$ cat src/rtl/elevator_pkg.sv
// Shared types and defaults for the elevator call scheduler.
package elevator_pkg;

    typedef enum logic [1:0] {
        IDLE       = 2'b00,
        DOOR       = 2'b01,
        SERVE_UP   = 2'b10,
        SERVE_DOWN = 2'b11
    } state_e;

    localparam int DEF_NUM_FLOORS = 5;
    localparam int DEF_FLOOR_W    = 4;

endpackage

$ cat src/rtl/elevator_call_finder.sv
// Combinational search for the nearest pending call above and below the current floor.
module elevator_call_finder
    import elevator_pkg::*;
#(
    parameter int NUM_FLOORS = DEF_NUM_FLOORS,
    parameter int FLOOR_W    = DEF_FLOOR_W
) (
    input  logic [NUM_FLOORS-1:0] pending_i,
    input  logic [FLOOR_W-1:0]    current_floor_i,
    output logic                  any_above_o,
    output logic                  any_below_o,
    output logic [FLOOR_W-1:0]    next_above_o,
    output logic [FLOOR_W-1:0]    next_below_o
);

    // Above scans downward so the last hit is the lowest; below scans upward for the highest.
    always_comb begin
        any_above_o  = 1'b0;
        next_above_o = '0;
        for (int i = NUM_FLOORS - 1; i >= 0; i--) begin
            if (pending_i[i] && (int'(current_floor_i) < i)) begin
                any_above_o  = 1'b1;
                next_above_o = FLOOR_W'(i);
            end
        end
    end

    always_comb begin
        any_below_o  = 1'b0;
        next_below_o = '0;
        for (int i = 0; i < NUM_FLOORS; i++) begin
            if (pending_i[i] && (int'(current_floor_i) > i)) begin
                any_below_o  = 1'b1;
                next_below_o = FLOOR_W'(i);
            end
        end
    end

endmodule

$ cat src/rtl/elevator_call_scheduler.sv
// SCAN-order call scheduler with door dwell timer.
// Optional IDLE_HOME_EN: park at HOME_FLOOR after HOME_TIMEOUT idle cycles with no calls.
module elevator_call_scheduler
    import elevator_pkg::*;
#(
    parameter int NUM_FLOORS  = DEF_NUM_FLOORS,
    parameter int FLOOR_W     = DEF_FLOOR_W,
    parameter int DOOR_CYCLES = 1000
`ifdef IDLE_HOME_EN
   ,parameter int HOME_FLOOR   = 1,
    parameter int HOME_TIMEOUT = 5000
`endif
) (
    input  logic                  clk_i,
    input  logic                  rst_i,
    input  logic [NUM_FLOORS-1:0] call_req_i,
    input  logic [FLOOR_W-1:0]    current_floor_i,
    input  logic                  elevator_idle_i,
    output logic [FLOOR_W-1:0]    target_floor_o,
    output logic [NUM_FLOORS-1:0] pending_o,
    output logic                  door_open_o,
    output logic                  dir_up_o
);

    localparam int              DW         = $clog2(DOOR_CYCLES + 1);
    localparam logic [DW-1:0]   DWELL_LAST = DW'(DOOR_CYCLES - 1);

    state_e                  state_q, state_d, scan_state;
    logic [NUM_FLOORS-1:0]   pending_q, pending_d, pend_set, cur_mask, home_call;
    logic [FLOOR_W-1:0]      target_q, target_d, next_above, next_below;
    logic [DW-1:0]           dwell_q, dwell_d;
    logic                    door_q, door_d, dir_q, dir_d, scan_dir;
    logic                    cur_valid, cur_pend, cur_call, enter_door, any_above, any_below;

    assign cur_valid = int'(current_floor_i) < NUM_FLOORS;

    always_comb begin
        for (int i = 0; i < NUM_FLOORS; i++) begin
            cur_mask[i] = cur_valid && (int'(current_floor_i) == i);
        end
    end

`ifdef IDLE_HOME_EN
    localparam int HW = $clog2(HOME_TIMEOUT + 1);
    logic [HW-1:0] home_q, home_d;

    always_comb begin
        home_d    = home_q;
        home_call = '0;
        if ((state_q != IDLE) || (|call_req_i) || (|pending_q)) begin
            home_d = '0;
        end else if (home_q != HW'(HOME_TIMEOUT)) begin
            home_d = home_q + 1'b1;
        end
        if ((state_q == IDLE) && (pending_q == '0) && (home_q == HW'(HOME_TIMEOUT))
            && cur_valid && (int'(current_floor_i) != HOME_FLOOR)) begin
            home_call[HOME_FLOOR] = 1'b1;
        end
    end

    always_ff @(posedge clk_i) begin
        if (rst_i) home_q <= '0;
        else       home_q <= home_d;
    end
`else
    assign home_call = '0;
`endif

    // A call at the open door is absorbed by the dwell restart instead of being latched.
    assign pend_set = pending_q | home_call
                    | (call_req_i & ~((state_q == DOOR) ? cur_mask : '0));
    assign cur_pend = |(pend_set & cur_mask);
    assign cur_call = |(call_req_i & cur_mask);

    elevator_call_finder #(
        .NUM_FLOORS (NUM_FLOORS),
        .FLOOR_W    (FLOOR_W)
    ) u_finder (
        .pending_i       (pend_set),
        .current_floor_i (current_floor_i),
        .any_above_o     (any_above),
        .any_below_o     (any_below),
        .next_above_o    (next_above),
        .next_below_o    (next_below)
    );

    always_comb begin
        scan_state = IDLE;
        scan_dir   = dir_q;
        if (!cur_valid) begin
            scan_state = IDLE;
        end else if (cur_pend && elevator_idle_i) begin
            scan_state = DOOR;
        end else if (dir_q ? any_above : any_below) begin
            scan_state = dir_q ? SERVE_UP : SERVE_DOWN;
        end else if (dir_q ? any_below : any_above) begin
            scan_state = dir_q ? SERVE_DOWN : SERVE_UP;
            scan_dir   = !dir_q;
        end
    end

    always_comb begin
        state_d = state_q;
        dir_d   = dir_q;
        dwell_d = dwell_q;
        case (state_q)
            IDLE: begin
                state_d = scan_state;
                dir_d   = scan_dir;
            end
            SERVE_UP, SERVE_DOWN: begin
                if (!cur_valid) begin
                    state_d = state_q;
                end else if ((current_floor_i == target_q) && elevator_idle_i) begin
                    state_d = DOOR;
                end else if (!((state_q == SERVE_UP) ? any_above : any_below)) begin
                    state_d = scan_state;
                    dir_d   = scan_dir;
                end
            end
            DOOR: begin
                if (cur_call) begin
                    dwell_d = '0;
                end else if (dwell_q == DWELL_LAST) begin
                    dwell_d = '0;
                    state_d = scan_state;
                    dir_d   = scan_dir;
                end else begin
                    dwell_d = dwell_q + 1'b1;
                end
            end
            default: state_d = IDLE;
        endcase

        enter_door = (state_d == DOOR) && (state_q != DOOR);
        if (enter_door) dwell_d = '0;
        pending_d = pend_set & ~(enter_door ? cur_mask : '0);
        door_d    = (state_d == DOOR);

        target_d = target_q;
        if (cur_valid) begin
            case (state_d)
                SERVE_UP:   if (any_above) target_d = next_above;
                SERVE_DOWN: if (any_below) target_d = next_below;
                default:    target_d = current_floor_i;
            endcase
        end
    end

    always_ff @(posedge clk_i) begin
        if (rst_i) begin
            state_q   <= IDLE;
            pending_q <= '0;
            target_q  <= '0;
            dwell_q   <= '0;
            door_q    <= 1'b0;
            dir_q     <= 1'b1;
        end else begin
            state_q   <= state_d;
            pending_q <= pending_d;
            target_q  <= target_d;
            dwell_q   <= dwell_d;
            door_q    <= door_d;
            dir_q     <= dir_d;
        end
    end

    assign target_floor_o = target_q;
    assign pending_o      = pending_q;
    assign door_open_o    = door_q;
    assign dir_up_o       = dir_q;

endmodule

$ cat config.mk
export PLATFORM = sky130hd
export DESIGN_NAME = elevator_call_scheduler
export DESIGN_NICKNAME = d
export VERILOG_FILES = /design/src/rtl/elevator_pkg.sv /design/src/rtl/elevator_call_finder.sv /design/src/rtl/elevator_call_scheduler.sv
export SDC_FILE = /design/constraint.sdc
export NUM_CORES = 1
export LEC_CHECK = 0
export BUFFER_PORTS_ARGS = -buffer_cell sky130_fd_sc_hd__buf_2
export CORE_MARGIN = 1
export CORE_UTILIZATION = 39
export DETAILED_ROUTE_END_ITERATION = 12
export GPL_ROUTABILITY_DRIVEN = 0
export GPL_TIMING_DRIVEN = 0
export REMOVE_ABC_BUFFERS = 1
export SETUP_SLACK_MARGIN = 0.2
export SYNTH_ARGS = -nofsm -noshare
export SYNTH_HDL_FRONTEND = slang
export SYNTH_HIERARCHICAL = 1
export SYNTH_SLANG_ARGS = --single-unit
$ cat constraint.sdc
create_clock -name clk_i -period 8.8 [get_ports clk_i]
set_clock_uncertainty 0.2 [all_clocks]
set_input_delay 0.44 -clock clk_i [delete_from_list [all_inputs] [get_ports clk_i]]
set_output_delay 0.44 -clock clk_i [all_outputs]
set_load 0.01 [all_outputs]
After elaboration in Yosys (flattened, before gate mapping)
Index checks and enable logic that the tools add are counted.
{"block": "totals", "output_inout_bits": 11, "memories": 0, "rom_bits": 0, "mem_bits_rw": 0, "wordCells": 119, "inputBits": 12, "register_bits": 23, "latchBits": 0}
{"block": "op_classes", "magnitude_cmp": 10, "mul": 0, "mux": 49, "n_shift": 0, "addsub": 1, "eq_ne": 20, "div": 0, "n_reduce_logical": 26, "bitwise_logic": 7}
{"op": "2-to-1 mux 1 bit", "count": 24}
{"op": "2-to-1 mux 2 bit", "count": 11}
{"op": "AND 5 bit", "count": 4}
{"op": "2-to-1 mux 10 bit", "count": 2}
{"op": "logical AND 1 bit", "count": 17}
{"op": "2-to-1 mux 3 bit", "count": 5}
{"op": "!= test 2 bit, second input constant", "count": 6}
{"op": "adder 10 x 1 -> 10 bit, second input constant", "count": 1}
{"op": "equality test 10 bit, second input constant", "count": 1}
{"op": "2-to-1 mux 5 bit", "count": 2}
{"op": "NOT 5 bit", "count": 2}
{"op": "OR reduction 5 bit", "count": 2}
{"op": "equality test 2 bit, second input constant", "count": 4}
{"op": "equality test 4 x 3 -> 1 bit, second input constant", "count": 2}
{"op": "> comparator 4 x 1 -> 1 bit, second input constant", "count": 2}
{"op": "> comparator 4 x 2 -> 1 bit, second input constant", "count": 2}
{"op": "less-than comparator 4 x 2 -> 1 bit, second input constant", "count": 2}
{"op": "less-than comparator 4 x 3 -> 1 bit, second input constant", "count": 2}
{"op": "2-to-1 mux 4 bit", "count": 2}
{"op": "one-hot mux 4 bit (2 select lines)", "count": 1}
{"op": "one-hot mux 2 bit (3 select lines)", "count": 1}
{"op": "OR 5 bit", "count": 1}
{"op": "AND reduction 5 bit", "count": 1}
{"op": "equality test 2 x 1 -> 1 bit, second input constant", "count": 2}
{"op": "12 further kinds", "count": 14}

Depth between registers and ports, before layout
Gate-level depths: netlist (run 1).
{"block": "logic_depth", "ltp_word": 26, "depth_mapped": 16, "ltp_nobuf": 14}

By module
The synthesis (run 1) kept the hierarchy.
{"module": "elevator_call_scheduler", "cells_each": 191, "area_each_um2": 1592.8, "seq_area_each_um2": 460.4, "instances": 1}
{"module": "elevator_call_finder", "cells_each": 30, "area_each_um2": 205.2, "seq_area_each_um2": 0.0, "instances": 1}

Least setup slack after synthesis (run 1)
No wires, ideal clock.
{"block": "synth_path", "path_type": "flip-flop to flip-flop", "startpoint": "register state_q[0]", "endpoint": "register pending_q[0] (netlist: pending_o[0])", "period_less_slack_ns": 3.061, "t_required_ns": 8.466, "path_slack_ns": 5.739, "setup_ns": 0.134, "t_arrival_ns": 2.727, "path_buffers": 2, "path_stages_with_launch": 15, "cell_sequence": "dfxtp_1 > inv_1 > nor2_1 > clkbuf_1 > nand2_1 > a21oi_1 > inv_1 > and3_1 > o22ai_1 > nand3b_1 > or2b_2 > o311ai_2 > o211a_1 > buf_6 > a21oi_1"}
{"block": "synth_via", "word_cells_on_any_way": 49, "cone_classes": "eq/ne (5); mux (24); bitwise (6); reduce/logical (14)"}
{"element": "start: declaration", "line_no": "elevator_call_scheduler.sv:28", "text": "state_e state_q, state_d, scan_state;"}
{"element": "start signal: assignment", "line_no": "elevator_call_scheduler.sv:159", "text": "state_q <= state_d;"}
{"element": "equality test 2 x 1 -> 1 bit *", "line_no": "elevator_call_scheduler.sv:71", "text": "| (call_req_i & ~((state_q == DOOR) ? cur_mask : '0));"}
{"element": "2-to-1 mux 5 bit *", "line_no": "elevator_call_scheduler.sv:71"}
{"element": "NOT 5 bit *", "line_no": "elevator_call_scheduler.sv:71"}
{"element": "AND 5 bit *", "line_no": "elevator_call_scheduler.sv:71"}
{"element": "OR 5 bit *", "line_no": "elevator_call_scheduler.sv:71"}
{"element": "named net pend_set[2]", "line_no": "elevator_call_scheduler.sv:29", "text": "logic [NUM_FLOORS-1:0] pending_q, pending_d, pend_set, cur_mask, home_call;"}
{"element": "logical AND 1 bit *", "line_no": "elevator_call_finder.sv:32", "text": "if (pending_i[i] && (int'(current_floor_i) > i)) begin"}
{"element": "2-to-1 mux 1 bit * (3 in series)", "line_no": "elevator_call_finder.sv:32"}
{"element": "named net any_below", "line_no": "elevator_call_scheduler.sv:33", "text": "logic cur_valid, cur_pend, cur_call, enter_door, any_above, any_below;"}
{"element": "[6 not listed]"}
{"element": "2-to-1 mux 2 bit", "line_no": "elevator_call_scheduler.sv:114", "text": "end else if ((current_floor_i == target_q) && elevator_idle_i) begin"}
{"element": "2-to-1 mux 2 bit", "line_no": "elevator_call_scheduler.sv:112", "text": "if (!cur_valid) begin"}
{"element": "one-hot mux 2 bit (3 select lines) *", "line_no": "elevator_call_scheduler.sv:106", "text": "case (state_q)"}
{"element": "equality test 2 x 1 -> 1 bit *", "line_no": "elevator_call_scheduler.sv:135", "text": "enter_door = (state_d == DOOR) && (state_q != DOOR);"}
{"element": "logical AND 1 bit *", "line_no": "elevator_call_scheduler.sv:135"}
{"element": "2-to-1 mux 5 bit *", "line_no": "elevator_call_scheduler.sv:137", "text": "pending_d = pend_set & ~(enter_door ? cur_mask : '0);"}
{"element": "NOT 5 bit *", "line_no": "elevator_call_scheduler.sv:137"}
{"element": "AND 5 bit *", "line_no": "elevator_call_scheduler.sv:137"}
{"element": "end signal: assignment", "line_no": "elevator_call_scheduler.sv:160", "text": "pending_q <= pending_d;"}
{"element": "end: declaration", "line_no": "elevator_call_scheduler.sv:29"}
The timed path passes the listed nets; every way through them passes the cells marked *.
A chain may end at the register's enable or synchronous reset.

Worst setup path after layout (run 1)
{"block": "layout_path", "startpoint": "register state_q[0]", "endpoint": "register pending_q[3] (netlist: pending_o[3])"}
The elaborated chain is that of the path after synthesis.

==> flow_summary.yaml, run 1 <==
placement:
  place_ws_ns: 4.78
  place_hpwl_um: 3020
  io_buffers: 22
  placed_cell_area_um2: 1860
synth:
  yosysTopAreaCellShare_pct: 25.6
  ys_types: 61
  syn-cell-area_um2: 1800
  avgSynthCellArea_um2: 8.14
  yosysWarningCount: 6
  ys_ff_latch: 23
  yosysSeqAreaShare_pct: 25.6
  syn-instance-count: 221
  synth_area_leaders: "dfxtp_1 26%, a21oi_1 5.0%, nand3b_1 4.6%, nor3_1 4.5%, o21ai_0 3.3%"
  synth_largest_area_cell: "dfxtp_1"
  synth-edff-count: 0
  synth_ff_type: "dfxtp_1"
  async_reset_ff_share_pct: 0
critical_path:
  startpoint: "state_q[0]"
  crit_path_end_kind: "register"
  critPathArrivalTime_ns: 4.01
  reg2reg_slack_ns: 4.73
  r2r-end: "pending_o[3]"
  criticalPathCategory: "register to register"
  reg2reg_depth: 12
  cp_max_fo: 15
  worstPathRequired_ns: 8.74
  worst_r2r_startpoint: "state_q[0]"
  start_kind: "register"
sta:
  min_period_ns: 4.07
  tns_ns: 0
  worst_pin_slew_ns: 0.846
  setup_viol: 0
  period_share_pct: 46.3
  finalHoldViolCount: 0
  relSlewSlack_pct: 43.4
  rsz0062_at_grt: "no"
  fmax_mhz: 245
  report.final.slew_viol_count: 0
  timing.final.ws_setup_ns: 4.73
route:
  drtIter0Drc: 142
  viasPerCell: 5.89
  via_count: 1689
  detail_route.wl_per_cell_um: 14.8
  drc: 0
  drt-total-wl_um: 4250
  ant_nets: 0
  drtPass1Iterations: 4
clock_network:
  hold_buffers: 0
  cts_made_buffers: 3
  cts_resized: 0
  clockBufferDepth: 2
  ctsRootBufferMaster: "clkbuf_8"
  cts_setup_buffers: 0
  htree_levels: 1
  clk_latency_ns: 0.27
  cts_tree: "yes"
  cts.sinks: 23
  clk_pin_slew_ns: 0.09
die:
  rows: 24
  die_y_um: 69.9
  io_pins: 23
  core_area_um2: 4380
  initial_core_util_pct: 41.0
  fp.dieW_um: 69.9
  dieArea_um2: 4890
power_and_ir_drop:
  leakage_nw: 0.729
  total_power_mw: 0.256
  switching_share_pct: 34.0
  combPwrFrac_pct: 27.7
  p_int_mw: 0.169
  p_per_area_nw_per_um2: 134
  power_frac_seq_pct: 44.9
  irDropWorstVdd_v: 0.0000636
  p_clk_share_pct: 27.4
  power_switching_mw: 0.0873
worst_hold_path:
  min_to: "target_floor_o[3]"
  hold_path_depth: 2
  min-delay-start: "target_floor_o[3]"
  min-delay-path-class: "register to register"
run:
  cap_violations: 0
finish:
  final_area_um2: 1910
  final_common_cell: "dfxtp_1"
  multiInputGateArea_um2: 1210
  drive_gt1_share_pct: 20.0
  fillers: 440
  layout.nets: 249
  regArea_um2: 460
  antennaDiodeCount: 0
  postLayoutCoreUtil_pct: 43.5
  layout_common_cells: "23 x dfxtp_1, 22 x buf_2, 18 x a21oi_1, 16 x nor2_1, 16 x nor3_1"
  syn2layout_area_growth_pct: 6.05
grt:
  grt_first_pass_wirelength_um: 7210
  grt_start_max_net_pins: 28
  grt_antenna_before_repair: 0
  track_usage_pct: 18.1
  grt-ovfl-total: 0
  first_global_vias: 1481
status:
  outcome: "finished clean"
## synth_stat cells (all sizes together), types with 2 or more instances
library cell and count:
a211oi 2, a21o 7, a21oi 18, a22oi 4, a31oi 3, and2b 2
and3 7, buf 6, clkbuf 6, dfxtp 23, inv 3, mux2i 4
nand2 10, nand2b 8, nand3 5, nand3b 11, nand4 3, nor2 16
nor3 16, nor3b 7, nor4 3, o21a 2, o21ai 14, o221ai 4
o22ai 2, o311ai 2, o31a 2, o31ai 2, or2 2, or2b 4
or4 2, xor2 3
## state kept, by name (all words and copies together), names as in the netlist
signal and count:
dir_up_o 1, dwell_q 10, pending_o 5, door_open_o 1, target_floor_o 4, state_q 2
## stage by stage
step | cells | hold slack [ns]
6_report | 287 | 0.334
5_1_grt | 287 | 0.380
4_1_cts | 287 | 0.339
3_5_place_dp | 283 | 0.315
3_3_place_gp | 283 | 0.315
2_1_floorplan | 209 | 0.312
## power groups by stage
stage / logic, mW / registers (mW) / clock network, mW
after detailed placement: 0.0707 / 0.117 / 0
after global placement: 0.0705 / 0.117 / 0
after CTS: 0.0709 / 0.115 / 0.0733
final: 0.0710 / 0.115 / 0.0704
after floorplan: 0.0451 / 0.118 / 0
after global routing: 0.0786 / 0.116 / 0.0775
## layer usage
| layer | share of wire, % | up-vias | GRT usage, % |
|---|---|---|---|
| li1 | - | 866 | - |
| met1 | 53 | 780 | 27.4 |
| met2 | 43 | 39 | 26.6 |
| met3 | 3.4 | 4 | 2.31 |
| met4 | 0.94 | 0 | 5.78 |
| met5 | 0 | - | 0 |
## final cells by class
cell class | instances | share of cell area, %
tap | 52 | 3.41
clock buffer | 3 | 2.17
clock inverter | 1 | 0.394
multi-input combinational | 183 | 63.5
sequential | 23 | 24.1
inverter | 3 | 0.591
timing repair buffer | 22 | 5.77
## kinds of logic after synthesis
kind of cell / count (synthesis) / synth area share (%)
compound gates: 71 / 27.3
xor+xnor: 4 / 1.95
fa+ha+maj: 1 / 0.696
buf+inv: 16 / 7.24
flops: 23 / 25.6
mux: 5 / 2.85
other cells: 1 / 0.209
simple gates: 100 / 34.2
## how the worst max path moves through the flow
stage / end / slack (ns)
after CTS: pending_o[3] / 4.74
after global placement: pending_o[3] / 4.75
final: pending_o[3] / 4.73
after floorplan: pending_o[3] / 5.71
after detailed placement: pending_o[3] / 4.78
after global routing: pending_o[3] / 4.38
## critical path, stage by stage (launching register included)
cell      delay, ns
dfxtp_1        0.46
inv_1          0.09
nor2_1         0.66
nand2_1        0.10
a21oi_1        0.25
inv_1          0.12
and3_1         0.16
o22ai_1        0.19
nand3b_1       0.25
or2b_2         0.37
o311ai_2       0.37
o211a_1        0.55
a31oi_1        0.16
Note: power is estimated with default switching activity, not from simulation.
==> inputs of run 2 (changes only) <==
==> constraint.sdc (replaced) <==
create_clock -name clk_i -period 3.56 [get_ports clk_i]
set_clock_uncertainty 0.2 [all_clocks]
set_input_delay 0.178 -clock clk_i [delete_from_list [all_inputs] [get_ports clk_i]]
set_output_delay 0.178 -clock clk_i [all_outputs]
set_load 0.01 [all_outputs]
==> run 2 against run 1 <==
Sequential cell count unchanged. Power increased to 2.6 times the previous value. Non-clock buffer count grew 9. Critical endpoint is now target_floor_o[0].
==> flow_summary.yaml, run 2 (synthesized netlist as in run 1, its figures left out) <==
status:
  outcome: "finished clean"
grt:
  grt_first_pass_wirelength_um: 7640
  first_global_vias: 1542
  use_met2_pct: 29.6
  track_usage_pct: 19.4
  grt-ovfl-total: 0
  grt_busiest_layer: "met2"
  use_met3_pct: 2.45
  grtUsageMet1_pct: 28.5
  grt_antenna_before_repair: 0
  grt_start_max_net_pins: 28
clock_network:
  hold_buffers: 0
  clockBufferDepth: 2
  cts.sinks: 23
  cts_tree: "yes"
  htree_levels: 1
  clk_latency_ns: 0.27
  ctsRootBufferMaster: "clkbuf_8"
  cts_made_buffers: 3
  clk_pin_slew_ns: 0.09
finish:
  final_area_um2: 2050
  syn2layout_area_growth_pct: 14.1
  layout_common_cells: "22 x buf_2, 21 x dfxtp_1, 17 x a21oi_1, 16 x nor3_1, 15 x nor2_1"
  drive_gt1_share_pct: 27.3
  regArea_um2: 465
  layout.nets: 259
  regMostFlops: "dwell_q"
  multiInputGateArea_um2: 1280
  fillers: 426
  postLayoutCoreUtil_pct: 46.8
  antennaDiodeCount: 0
  final_common_cell: "buf_2"
  largest_reg_flops: 10
sta:
  holdWs_ns: 0.142
  setup_viol: 0
  finalHoldViolCount: 0
  period_share_pct: 90.9
  rsz0062_at_grt: "no"
  worst_pin_slew_ns: 0.818
  fmax_mhz: 309
  report.final.slew_viol_count: 0
  tns_ns: 0
  relSlewSlack_pct: 45.0
  min_period_ns: 3.23
placement:
  io_buffers: 22
  placed_cell_area_um2: 1860
  place_hpwl_um: 3020
route:
  drtPass1Iterations: 4
  ant_nets: 0
  drtIter0Drc: 156
  drc: 0
  viasPerCell: 5.87
  detail_route.wl_per_cell_um: 15.8
  drt-total-wl_um: 4690
  via_count: 1743
critical_path:
  criticalPathCategory: "register to register"
  critPathArrivalTime_ns: 3.23
  cp_max_fo: 7
  start_kind: "register"
  crit_path_end_kind: "register"
  worstPathRequired_ns: 3.55
die:
  die_y_um: 69.9
  initial_core_util_pct: 41.0
  core_area_um2: 4380
  fp.dieW_um: 69.9
  io_pins: 23
  rows: 24
  dieArea_um2: 4890
worst_hold_path:
  min-delay-path-class: "primary input to register"
power_and_ir_drop:
  leakage_nw: 0.783
  p_per_area_nw_per_um2: 328
  irDropWorstVdd_v: 0.000162
run:
  cap_violations: 0
==> run 2: path summary, 6_finish.rpt <==
| path | start | end | slack, ns | cells past startpoint |
|---|---|---|---|---|
| setup reg to reg | state_q[0] | target_floor_o[0] | 0.33 | 13 |
| setup / recovery | state_q[0] | target_floor_o[0] | 0.33 | 13 |
| hold / removal | rst_i | state_q[0] | 0.14 | 2 |
| hold reg to reg | target_floor_o[3] | target_floor_o[3] | 0.34 | 2 |
==> run 2: metrics by stage <==
stage | power [mW] | instances | setup slack, ns
after floorplan | 0.403 | 209 | 0.473
after global placement | 0.464 | 283 | -0.493
after detailed placement | 0.465 | 283 | -0.461
after CTS | 0.663 | 293 | 0.281
after global routing | 0.710 | 297 | 0.196
final | 0.672 | 297 | 0.325
==> run 2: layout make-up <==
class	instances	area share, %
Timing Repair Buffer	31	8.66
Clock inverter	1	0.366
Clock buffer	3	2.01
Inverter	3	0.549
Sequential cell	23	22.7
Tap cell	52	3.17
Multi-Input combinational cell	184	62.5
==> run 2: what timing repair did <==
item,CTS,global route
pin swaps,1,4
setup buffers,5,4
resized for setup,6,9
gates cloned,1,0
endpoints found under the setup margin,21,18
==> run 2: worst max-delay path, stage by stage (launching register included) <==
cell and delay [ns]:
dfxtp_2 0.37, inv_2 0.09, nor2_4 0.05, buf_4 0.14, nand3_1 0.07, a21o_1 0.15, or2b_2 0.33, o211ai_1 0.44
nor2_1 0.11, o2111ai_2 0.22, a21oi_2 0.12, buf_4 0.15, or4_4 0.52, o221ai_1 0.20
==> run 2: power breakdown <==
part	internal [mW]	switching (mW)	total [mW]
Clock	0.0793	0.0936	0.173
Combinational	0.0896	0.126	0.215
Sequential	0.271	0.0127	0.284
Total	0.440	0.232	0.672
==> run 2: metal layers <==
layer | share of wire (%) | wire length [µm]
met3 | 3.5 | 164
met1 | 51 | 2400
met5 | 0 | 0
met2 | 44 | 2070
met4 | 1.0 | 48
